===== config.mk =====
export PLATFORM = sky130hd
export DESIGN_NAME = seg_scan_sched_flat
export DESIGN_NICKNAME = d
export VERILOG_FILES = /design/src/rtl/seg_scan_sched_if.sv /design/src/rtl/seg_scan_sched.sv /design/src/flat_wrapper.sv
export SDC_FILE = /design/constraint.sdc
export NUM_CORES = 1
export LEC_CHECK = 0
export BUFFER_PORTS_ARGS = -buffer_cell sky130_fd_sc_hd__buf_2
export CAP_MARGIN = 40
export CORE_MARGIN = 5
export CORE_UTILIZATION = 57
export CTS_BUF_LIST = sky130_fd_sc_hd__clkbuf_4 sky130_fd_sc_hd__clkbuf_8 sky130_fd_sc_hd__clkbuf_16
export DETAILED_ROUTE_END_ITERATION = 12
export PLACE_DENSITY_LB_ADDON = 0.15
export SLEW_MARGIN = 20
export SYNTH_ARGS = -nofsm -noshare
export SYNTH_HDL_FRONTEND = slang
export SYNTH_SLANG_ARGS = --single-unit

===== constraint.sdc =====
create_clock -name clk -period 3.8 [get_ports clk]
set_input_delay 0 -clock clk [delete_from_list [all_inputs] [get_ports clk]]
set_output_delay 0 -clock clk [all_outputs]
set_load 0.02 [all_outputs]

===== src/rtl/seg_scan_sched_if.sv =====
// -----------------------------------------------------------------------------
// seg_scan_sched_if
//   Bundle between the SoC GPIO display registers and the seven-segment scan
//   scheduler.
//
//   Signals
//     DIG0..DIG3  [3:0]  hex value shown on digits 0..3
//     DIG_DOT     [3:0]  bit i lights the decimal point of digit i
//     DIG_ENA     [3:0]  bit i enables digit i
//     frame_sync         one-cycle pulse following each snapshot
//     seg_out     [7:0]  segment lines, bit 0..6 = a..g, bit 7 = dp
//     segcs_out   [3:0]  digit selects, bit i = digit i
//
//   Modports
//     master : GPIO side, drives digit data and observes the pin outputs
//     slave  : scheduler side, consumes digit data and drives the pins
// -----------------------------------------------------------------------------
interface seg_scan_sched_if;
    logic [3:0] DIG0;
    logic [3:0] DIG1;
    logic [3:0] DIG2;
    logic [3:0] DIG3;
    logic [3:0] DIG_DOT;
    logic [3:0] DIG_ENA;
    logic       frame_sync;
    logic [7:0] seg_out;
    logic [3:0] segcs_out;

    modport master (
        output DIG0, DIG1, DIG2, DIG3, DIG_DOT, DIG_ENA,
        input  frame_sync, seg_out, segcs_out
    );

    modport slave (
        input  DIG0, DIG1, DIG2, DIG3, DIG_DOT, DIG_ENA,
        output frame_sync, seg_out, segcs_out
    );
endinterface


===== src/rtl/seg_scan_sched.sv =====
// -----------------------------------------------------------------------------
// seg_scan_sched
//   Time-multiplexing scheduler for a shared 4-digit seven-segment bus.
//   Once per frame the four hex nibbles plus per-digit dot and enable bits are
//   snapshotted; digits 0..3 are then scanned, each preceded by an all-off
//   BLANK slot (anti-ghosting dead time) and followed by an ON slot in which the
//   digit is lit. Frame length is fixed at 4*(BLANK_CYC+DWELL_CYC) cycles.
//
//   Parameters
//     DWELL_CYC    cycles each digit is lit (>=1)
//     BLANK_CYC    cycles of dead time before each digit (>=1)
//     SEG_ACT_LOW  1: segment lines active-low, 0: active-high
//     CS_ACT_LOW   1: digit selects active-low, 0: active-high
//
//   Ports
//     clk    system clock
//     RSTn   asynchronous active-low reset
//     bus    seg_scan_sched_if.slave (digit data in, pins/frame_sync out)
// -----------------------------------------------------------------------------
module seg_scan_sched #(
    parameter int unsigned DWELL_CYC   = 50000,
    parameter int unsigned BLANK_CYC   = 500,
    parameter bit          SEG_ACT_LOW = 1'b1,
    parameter bit          CS_ACT_LOW  = 1'b1
) (
    input  logic             clk,
    input  logic             RSTn,
    seg_scan_sched_if.slave  bus
);

    // Counter only ever has to reach the larger of the two terminal counts.
    localparam int unsigned MAX_CYC = (DWELL_CYC > BLANK_CYC) ? DWELL_CYC : BLANK_CYC;
    localparam int unsigned CNT_W   = (MAX_CYC > 1) ? $clog2(MAX_CYC) : 1;

    localparam logic [CNT_W-1:0] BLANK_LAST = CNT_W'(BLANK_CYC - 1);
    localparam logic [CNT_W-1:0] DWELL_LAST = CNT_W'(DWELL_CYC - 1);

    localparam logic [7:0] SEG_OFF = SEG_ACT_LOW ? 8'hFF : 8'h00;
    localparam logic [3:0] CS_OFF  = CS_ACT_LOW  ? 4'hF  : 4'h0;

    typedef enum logic {
        ST_BLANK = 1'b0,
        ST_ON    = 1'b1
    } state_t;

    // -------------------------------------------------------------------------
    // Helper functions
    // -------------------------------------------------------------------------

    // Hex digit to segments in active-high form, bits g..a.
    function automatic logic [6:0] hex_to_seg(input logic [3:0] val);
        logic [6:0] seg;
        case (val)
            4'h0:    seg = 7'h3F;
            4'h1:    seg = 7'h06;
            4'h2:    seg = 7'h5B;
            4'h3:    seg = 7'h4F;
            4'h4:    seg = 7'h66;
            4'h5:    seg = 7'h6D;
            4'h6:    seg = 7'h7D;
            4'h7:    seg = 7'h07;
            4'h8:    seg = 7'h7F;
            4'h9:    seg = 7'h6F;
            4'hA:    seg = 7'h77;
            4'hB:    seg = 7'h7C;
            4'hC:    seg = 7'h39;
            4'hD:    seg = 7'h5E;
            4'hE:    seg = 7'h79;
            default: seg = 7'h71;
        endcase
        return seg;
    endfunction

    // Map active-high segment pattern to the pin polarity.
    function automatic logic [7:0] seg_pins(input logic [7:0] seg_ah);
        return SEG_ACT_LOW ? ~seg_ah : seg_ah;
    endfunction

    // Map active-high one-hot select to the pin polarity.
    function automatic logic [3:0] cs_pins(input logic [3:0] cs_ah);
        return CS_ACT_LOW ? ~cs_ah : cs_ah;
    endfunction

    // -------------------------------------------------------------------------
    // Declarations
    // -------------------------------------------------------------------------
    state_t           r_state;
    state_t           w_state_nxt;
    logic [1:0]       r_idx;
    logic [1:0]       w_idx_nxt;
    logic [CNT_W-1:0] r_cnt;
    logic [CNT_W-1:0] w_cnt_nxt;

    logic [3:0]       r_dig [4];
    logic [3:0]       w_dig_nxt [4];
    logic [3:0]       r_dot;
    logic [3:0]       w_dot_nxt;
    logic [3:0]       r_ena;
    logic [3:0]       w_ena_nxt;

    logic             w_snap;
    logic             r_frame_sync;
    logic [7:0]       r_seg;
    logic [7:0]       w_seg_nxt;
    logic [3:0]       r_cs;
    logic [3:0]       w_cs_nxt;

    // Start of frame: first BLANK cycle of digit 0.
    assign w_snap = (r_state == ST_BLANK) && (r_idx == 2'd0) && (r_cnt == '0);

    // -------------------------------------------------------------------------
    // FSM state register
    // -------------------------------------------------------------------------
    always_ff @(posedge clk or negedge RSTn) begin
        if (!RSTn) begin
            r_state <= ST_BLANK;
            r_idx   <= 2'd0;
            r_cnt   <= '0;
        end else begin
            r_state <= w_state_nxt;
            r_idx   <= w_idx_nxt;
            r_cnt   <= w_cnt_nxt;
        end
    end

    // -------------------------------------------------------------------------
    // FSM next-state logic
    // -------------------------------------------------------------------------
    always_comb begin
        w_state_nxt = r_state;
        w_idx_nxt   = r_idx;
        w_cnt_nxt   = r_cnt + 1'b1;
        case (r_state)
            ST_BLANK: begin
                if (r_cnt == BLANK_LAST) begin
                    w_state_nxt = ST_ON;
                    w_cnt_nxt   = '0;
                end
            end
            ST_ON: begin
                if (r_cnt == DWELL_LAST) begin
                    w_state_nxt = ST_BLANK;
                    w_idx_nxt   = r_idx + 2'd1;
                    w_cnt_nxt   = '0;
                end
            end
            default: begin
                w_state_nxt = ST_BLANK;
                w_idx_nxt   = 2'd0;
                w_cnt_nxt   = '0;
            end
        endcase
    end

    // -------------------------------------------------------------------------
    // Snapshot and output decode
    // Outputs are decoded from the *next* state and *next* snapshot so the pins
    // switch on the same edge the FSM enters a slot. Using the next snapshot
    // also covers BLANK_CYC=1, where the capture edge is also the edge that
    // enters digit 0's ON slot.
    // -------------------------------------------------------------------------
    always_comb begin
        w_dig_nxt = r_dig;
        w_dot_nxt = r_dot;
        w_ena_nxt = r_ena;
        if (w_snap) begin
            w_dig_nxt[0] = bus.DIG0;
            w_dig_nxt[1] = bus.DIG1;
            w_dig_nxt[2] = bus.DIG2;
            w_dig_nxt[3] = bus.DIG3;
            w_dot_nxt    = bus.DIG_DOT;
            w_ena_nxt    = bus.DIG_ENA;
        end
    end

    always_comb begin
        w_seg_nxt = SEG_OFF;
        w_cs_nxt  = CS_OFF;
        // A disabled digit leaves the bus dark but still consumes its slot.
        if ((w_state_nxt == ST_ON) && w_ena_nxt[w_idx_nxt]) begin
            w_cs_nxt  = cs_pins(4'b0001 << w_idx_nxt);
            w_seg_nxt = seg_pins({w_dot_nxt[w_idx_nxt], hex_to_seg(w_dig_nxt[w_idx_nxt])});
        end
    end

    // -------------------------------------------------------------------------
    // Snapshot and output registers
    // -------------------------------------------------------------------------
    always_ff @(posedge clk or negedge RSTn) begin
        if (!RSTn) begin
            for (int i = 0; i < 4; i++) begin
                r_dig[i] <= 4'h0;
            end
            r_dot        <= 4'h0;
            r_ena        <= 4'h0;
            r_frame_sync <= 1'b0;
            r_seg        <= SEG_OFF;
            r_cs         <= CS_OFF;
        end else begin
            r_dig        <= w_dig_nxt;
            r_dot        <= w_dot_nxt;
            r_ena        <= w_ena_nxt;
            r_frame_sync <= w_snap;
            r_seg        <= w_seg_nxt;
            r_cs         <= w_cs_nxt;
        end
    end

    assign bus.frame_sync = r_frame_sync;
    assign bus.seg_out    = r_seg;
    assign bus.segcs_out  = r_cs;

endmodule


===== src/flat_wrapper.sv =====
// flat-port wrapper written by rule: the top's interface ports become plain ports
module seg_scan_sched_flat 
#(
    parameter int unsigned DWELL_CYC   = 50000,
    parameter int unsigned BLANK_CYC   = 500,
    parameter bit          SEG_ACT_LOW = 1'b1,
    parameter bit          CS_ACT_LOW  = 1'b1
)
  (clk, RSTn, bus_DIG0, bus_DIG1, bus_DIG2, bus_DIG3, bus_DIG_DOT, bus_DIG_ENA, bus_frame_sync, bus_seg_out, bus_segcs_out);
  seg_scan_sched_if bus_i ();
  input  logic clk;
  input  logic RSTn;
  input wire logic [$bits(bus_i.DIG0)-1:0] bus_DIG0;
  input wire logic [$bits(bus_i.DIG1)-1:0] bus_DIG1;
  input wire logic [$bits(bus_i.DIG2)-1:0] bus_DIG2;
  input wire logic [$bits(bus_i.DIG3)-1:0] bus_DIG3;
  input wire logic [$bits(bus_i.DIG_DOT)-1:0] bus_DIG_DOT;
  input wire logic [$bits(bus_i.DIG_ENA)-1:0] bus_DIG_ENA;
  output wire logic [$bits(bus_i.frame_sync)-1:0] bus_frame_sync;
  output wire logic [$bits(bus_i.seg_out)-1:0] bus_seg_out;
  output wire logic [$bits(bus_i.segcs_out)-1:0] bus_segcs_out;
  assign bus_i.DIG0 = bus_DIG0;
  assign bus_i.DIG1 = bus_DIG1;
  assign bus_i.DIG2 = bus_DIG2;
  assign bus_i.DIG3 = bus_DIG3;
  assign bus_i.DIG_DOT = bus_DIG_DOT;
  assign bus_i.DIG_ENA = bus_DIG_ENA;
  assign bus_frame_sync = bus_i.frame_sync;
  assign bus_seg_out = bus_i.seg_out;
  assign bus_segcs_out = bus_i.segcs_out;
  seg_scan_sched #(.DWELL_CYC(DWELL_CYC), .BLANK_CYC(BLANK_CYC), .SEG_ACT_LOW(SEG_ACT_LOW), .CS_ACT_LOW(CS_ACT_LOW)) u_core (.clk(clk), .RSTn(RSTn), .bus(bus_i));
endmodule

* Yosys cells after proc, flatten, opt, wreduce, memory -nomap -nowiden
Memories as Yosys holds them, arrays and structs flattened. Cells that the tools add are included.
Storage, ports and cells: output and inout port bits 13, memories kept 1, logic and storage cells 50, register bits after elaboration 56, bits of input ports 26, ROM bits 112
Memory list:
- (no name shown) | depth 16, bits a word 7, rd ports 1, clocked after memory_dff 0, write ports 0, RTL line seg_scan_sched.sv:53 | case (val)
Operators by class: reductions and logical operators 5, add/sub/neg operators 2, shifts and indexed selects 1, multiplexer cells 21, $lt $le $gt $ge 2, equal/unequal tests 2, bitwise gates (word level) 4
Operators with widths (count):
- 2-to-1 mux 16 bit | 3
- one-hot mux 16 bit (2 select lines) | 1
- 2-to-1 mux 4 bit | 5
- adder 16 x 1 -> 16 bit (second input constant) | 1
- == test 16 bit (second input constant) | 1
- == test 16 x 9 -> 1 bit (second input constant) | 1
- zero test 16 bit | 1
- binary-select mux 4 bit (select 2 bit) | 1
- 2-to-1 mux 8 bit | 1
- NOT 8 bit | 1
- 2-to-1 mux 7 bit | 1
- binary-select mux 1 bit (select 2 bit) | 2
- 2-to-1 mux 1 bit | 4
- 2-to-1 mux 2 bit | 2
- NOT 4 bit | 1
- left shift 1 x 2 -> 4 bit (first input constant) | 1
- >= comparator 3 bit (second input constant) | 1
- logical AND 1 bit | 3
- < comparator 2 x 3 -> 1 bit (second input constant) | 1
- NOT 2 -> 3 bit | 1
- adder 2 x 1 -> 2 bit (second input constant) | 1
- zero test 2 bit | 1
- one-hot mux 1 bit (2 select lines) | 1
- NOT 1 bit | 1

* Depth between registers and ports, before layout
An unclocked memory read counts as a cell.
depth after elaboration 11, depth in mapped cells 15, depth with buffers taken out 13

* Least setup slack after synthesis
OpenSTA, ideal clock, no wires.
kind reg2reg, start register u_core.r_idx[0], end register u_core.r_seg[3] (netlist: u_core.bus.seg_out[3]), slack 0.658 ns, buffers on the path 1, data arrival time 3.046 ns, data required time 3.704 ns, library setup time 0.096 ns, stages on the path, launching flop included 15, period minus slack after synthesis 3.142 ns, path through dfrtp_1 -> inv_1 -> ha_1 -> nor4b_1 -> nand4_2 -> nor2_4 -> buf_12 -> mux2_2 -> mux2i_1 -> mux2_2 -> inv_1 -> ha_1 -> or3_1 -> a21oi_1 -> o21ai_1
RTL lines:
- from (decl) | RTL line seg_scan_sched.sv:89 | logic [1:0] r_idx;
- from (signal assigned) | RTL line seg_scan_sched.sv:121 | r_idx <= w_idx_nxt;
- to (signal assigned) | RTL line seg_scan_sched.sv:204 | r_seg <= w_seg_nxt;
- to (decl) | RTL line seg_scan_sched.sv:103 | logic [7:0] r_seg;

==> impl_metrics.ini <==
[pwr]
peakVddDrop_v = 0.0001728
power.static_leakage_nw = 1.525
p_total_mw = 1.087
power.density_cell_area_mw_per_mm2 = 317.2

[setup_path]
timing.critical_path.cells = inv_1 > ha_1 > nor4b_1 > nand4_2 > nor2_4 > mux2_2 > mux2i_1 > mux2_2 > inv_1 > ha_1 > or3_1 > a21oi_1 > o21ai_1
path_depth = 13
critPathCaptureType = register
worst-endpoint-required_ns = 4.02
cp_num_buf_inv = 2
critical-path-slowest-cell = sky130_fd_sc_hd__mux2_2
critical_path.max_fanout = 13
worst_ep_arrival_time_ns = 3.68
path_class = register to register
crit_path_max_incr_delay_ns = 0.40
timing.reg2reg.worst_path_depth = 13
critPathLaunchType = register
critical-path-top-delay-family = simple AND/OR/NAND/NOR gates

[yosys]
proportion_of_synthesized_area_in_mux_cells_pct = 12.17
combinational_family_with_the_most_area_after_synthesis = simple AND/OR/NAND/NOR gates
fraction_of_the_mapped_netlist_area_in_compound_gates_pct = 8.157
most_frequently_used_flop_master_after_synthesis = sky130_fd_sc_hd__dfrtp_1
synth_area_sq_mm = 0.002838
post_synth_num_cell_types = 54
synth-seq-area-share_pct = 49.91
synth-async-reset-ratio_pct = 100.0
syn_avg_cell_area_sq_um = 11.63
synthesized_instance_count = 244
post_synth_fa_ha_maj_area_fraction_pct = 3.968
yosysWarningCount = 0
syn_nets = 279
synth-xor-area-share_pct = 5.291
postSynthRegisterBits = 56
synth-edff-count = 0
synthSimpleGateAreaFrac_pct = 15.96

[min_path]
hold_class = input port to register
worst_hold_path.num_cells = 3

[timing]
fin_worst_hold_slack_ns = 0.02428
layout_worst_path_cycle_share_pct = 90.98
rsz0062_at_grt = false
timing.clock.skew_ns = 0.006562
fmax_mhz = 289.2
totalNegativeSetupSlack_ns = 0
slew_violations = 0
timing_hold_violations_final = 0
max-slew-margin-rel_pct = 54.07
least_margin_pin_slew_ns = 0.6889
layout_setup_ws_ns = 0.3427
setup_viol = 0
post-route-min-period_ns = 3.457

[detailed_routing]
drt-wirelength-per-cell_um = 14.72
vias_per_cell = 5.324
drcViolationCount = 0
wirelength_mm = 5.592
route.antenna.remaining_nets = 0
vias = 2023
detailedRoute.firstIterationViolations = 66
dr.pass1.iters = 4

[clock_network]
cts_num_sinks = 56
cts_setup_buffers = 0
ctsLongestPathBuffers = 2
clk_root_buffer_cell = sky130_fd_sc_hd__clkbuf_8
cts_buffers = 5
insertion_delay_ns = 0.30
tritoncts = yes
clkTransAtPathRegs_ns = 0.10
cts.htree.levels = 2

[place]
global_placement_routability_congestion = 0.8089
placed_cells_incl_taps = 348
placement.setup.worst_slack_ns = 0.3138
hpwl_mm = 3.854
placement.cell_area_sq_mm = 0.003077
portBuffers = 38

[layout]
finish.cell_count_without_fillers = 380
finish.net_count = 347
layout-drive-gt1-share_pct = 30.99
antenna_diode_count = 0
stdcell_area_sq_mm = 0.003428
postLayoutCoreUtil_pct = 71.63
final_cell_mix = sky130_fd_sc_hd__dfrtp_1, sky130_fd_sc_hd__buf_2, sky130_fd_sc_hd__dlygate4sd3_1
commonest_non_fill_non_tap_cell_in_the_layout = sky130_fd_sc_hd__dfrtp_1
fillCellCount = 359
area_growth_pct = 20.81

[floorplan]
io_pins = 39
fp.dieW_um = 80.56
fp.dieH_um = 80.56
fp.dieArea_sq_mm = 0.006490
core-area_sq_mm = 0.004786
num_rows = 25
initial_core_util_pct = 59.29

[flow_run]
maxcap_violations = 0

[grt]
vias_in_the_first_global_route = 2055
gr-total-overflow = 0
grt_start_max_net_pins = 57
grtUsageTotal_pct = 18.98
grt_first_pass_wirelength_mm = 9.501
initial_antenna_violation_count = 0

[outcome]
run_status = finished clean
==> power by group <==
part / leakage, nW / total [mW] / switching, mW / internal, mW
logic: 0.799 / 0.0902 / 0.0433 / 0.0469
clock network: 0.0541 / 0.385 / 0.190 / 0.195
registers: 0.671 / 0.612 / 0.00309 / 0.609
total: 1.52 / 1.09 / 0.236 / 0.851
==> logic make-up after synthesis <==
family                   after synthesis
flip-flops                            56
buffers and inverters                 22
AO/OA/AOI/OAI                         29
multiplexers                          31
XOR/XNOR                              15
AND/OR/NAND/NOR                       82
adder cells (fa/ha/maj)                9
==> what timing repair did <==
item	CTS	global route
endpoints found under the hold margin	67	0
gates resized for setup	0	0
hold buffers	24	0
==> per-layer routing <==
layer / up-vias / routed length [um] / track usage (%)
met5: - / 0 / 0
met4: 0 / 52 / 4.899
met3: 5 / 191 / 3.475
met2: 39 / 2655 / 31.87
met1: 984 / 2692 / 25.27
li1: 995 / - / -
==> sequential cells by signal, summed over array words and instances (netlist names) <==
register / count
u_core.bus.frame_sync: 1
u_core.bus.segcs_out: 4
u_core.r_idx: 2
u_core.r_ena: 4
u_core.bus.seg_out: 8
u_core.r_dig: 16
u_core.r_dot: 4
u_core.r_cnt: 16
u_core.r_state: 1
==> cell type report <==
| cell class | count | area, sq um | area share (%) |
|---|---|---|---|
| flip-flops and latches | 56 | 1416 | 41.31 |
| multi-input cells | 166 | 1292 | 37.70 |
| repair buffers | 66 | 460.4 | 13.43 |
| well taps | 67 | 83.83 | 2.445 |
| clock buffers | 5 | 68.82 | 2.007 |
| inverters | 17 | 63.81 | 1.861 |
| clock inverters | 3 | 42.54 | 1.241 |
==> cell usage after synthesis, types with 4 or more instances <==
cell | number | area share, %
sky130_fd_sc_hd__dfrtp_1 | 44 | 39
sky130_fd_sc_hd__nor2_1 | 21 | 2.8
sky130_fd_sc_hd__mux2_2 | 18 | 7.1
sky130_fd_sc_hd__inv_1 | 16 | 2.1
sky130_fd_sc_hd__nand2_1 | 13 | 1.7
sky130_fd_sc_hd__nand3_1 | 13 | 2.3
sky130_fd_sc_hd__dfstp_2 | 12 | 11
sky130_fd_sc_hd__mux2i_1 | 12 | 4.2
sky130_fd_sc_hd__ha_1 | 9 | 4.0
sky130_fd_sc_hd__xnor2_1 | 8 | 2.5
sky130_fd_sc_hd__nand4_1 | 7 | 1.5
sky130_fd_sc_hd__nor3_1 | 7 | 1.2
sky130_fd_sc_hd__o21ai_0 | 6 | 1.1
sky130_fd_sc_hd__xor2_1 | 6 | 1.9
sky130_fd_sc_hd__and2_1 | 4 | 0.88
==> worst reg2reg max path: cells and delay by family, from the launching register on <==
| family | cells | cell delay (ns) |
|---|---|---|
| buffers and inverters | 2 | 0.26 |
| DFF | 1 | 0.39 |
| AOI/OAI and AO/OA | 2 | 0.20 |
| muxes | 3 | 0.82 |
| adders and majority gates | 2 | 0.42 |
| and+or+nand+nor | 4 | 1.30 |
==> path summary, 6_finish.rpt <==
check / from / endpoint / slack, ns
max: u_core.r_idx[0] / u_core.bus.seg_out[3] / 0.34
min: bus_DIG_ENA[0] / u_core.r_ena[0] / 0.02
max reg2reg: u_core.r_idx[0] / u_core.bus.seg_out[3] / 0.34
min reg2reg: u_core.r_dig[7] / u_core.r_dig[7] / 0.49
max in group asynchronous: RSTn / u_core.r_cnt[8] / 2.99
min in group asynchronous: RSTn / u_core.r_cnt[11] / 0.34
Power figures use the tool's default switching activity.
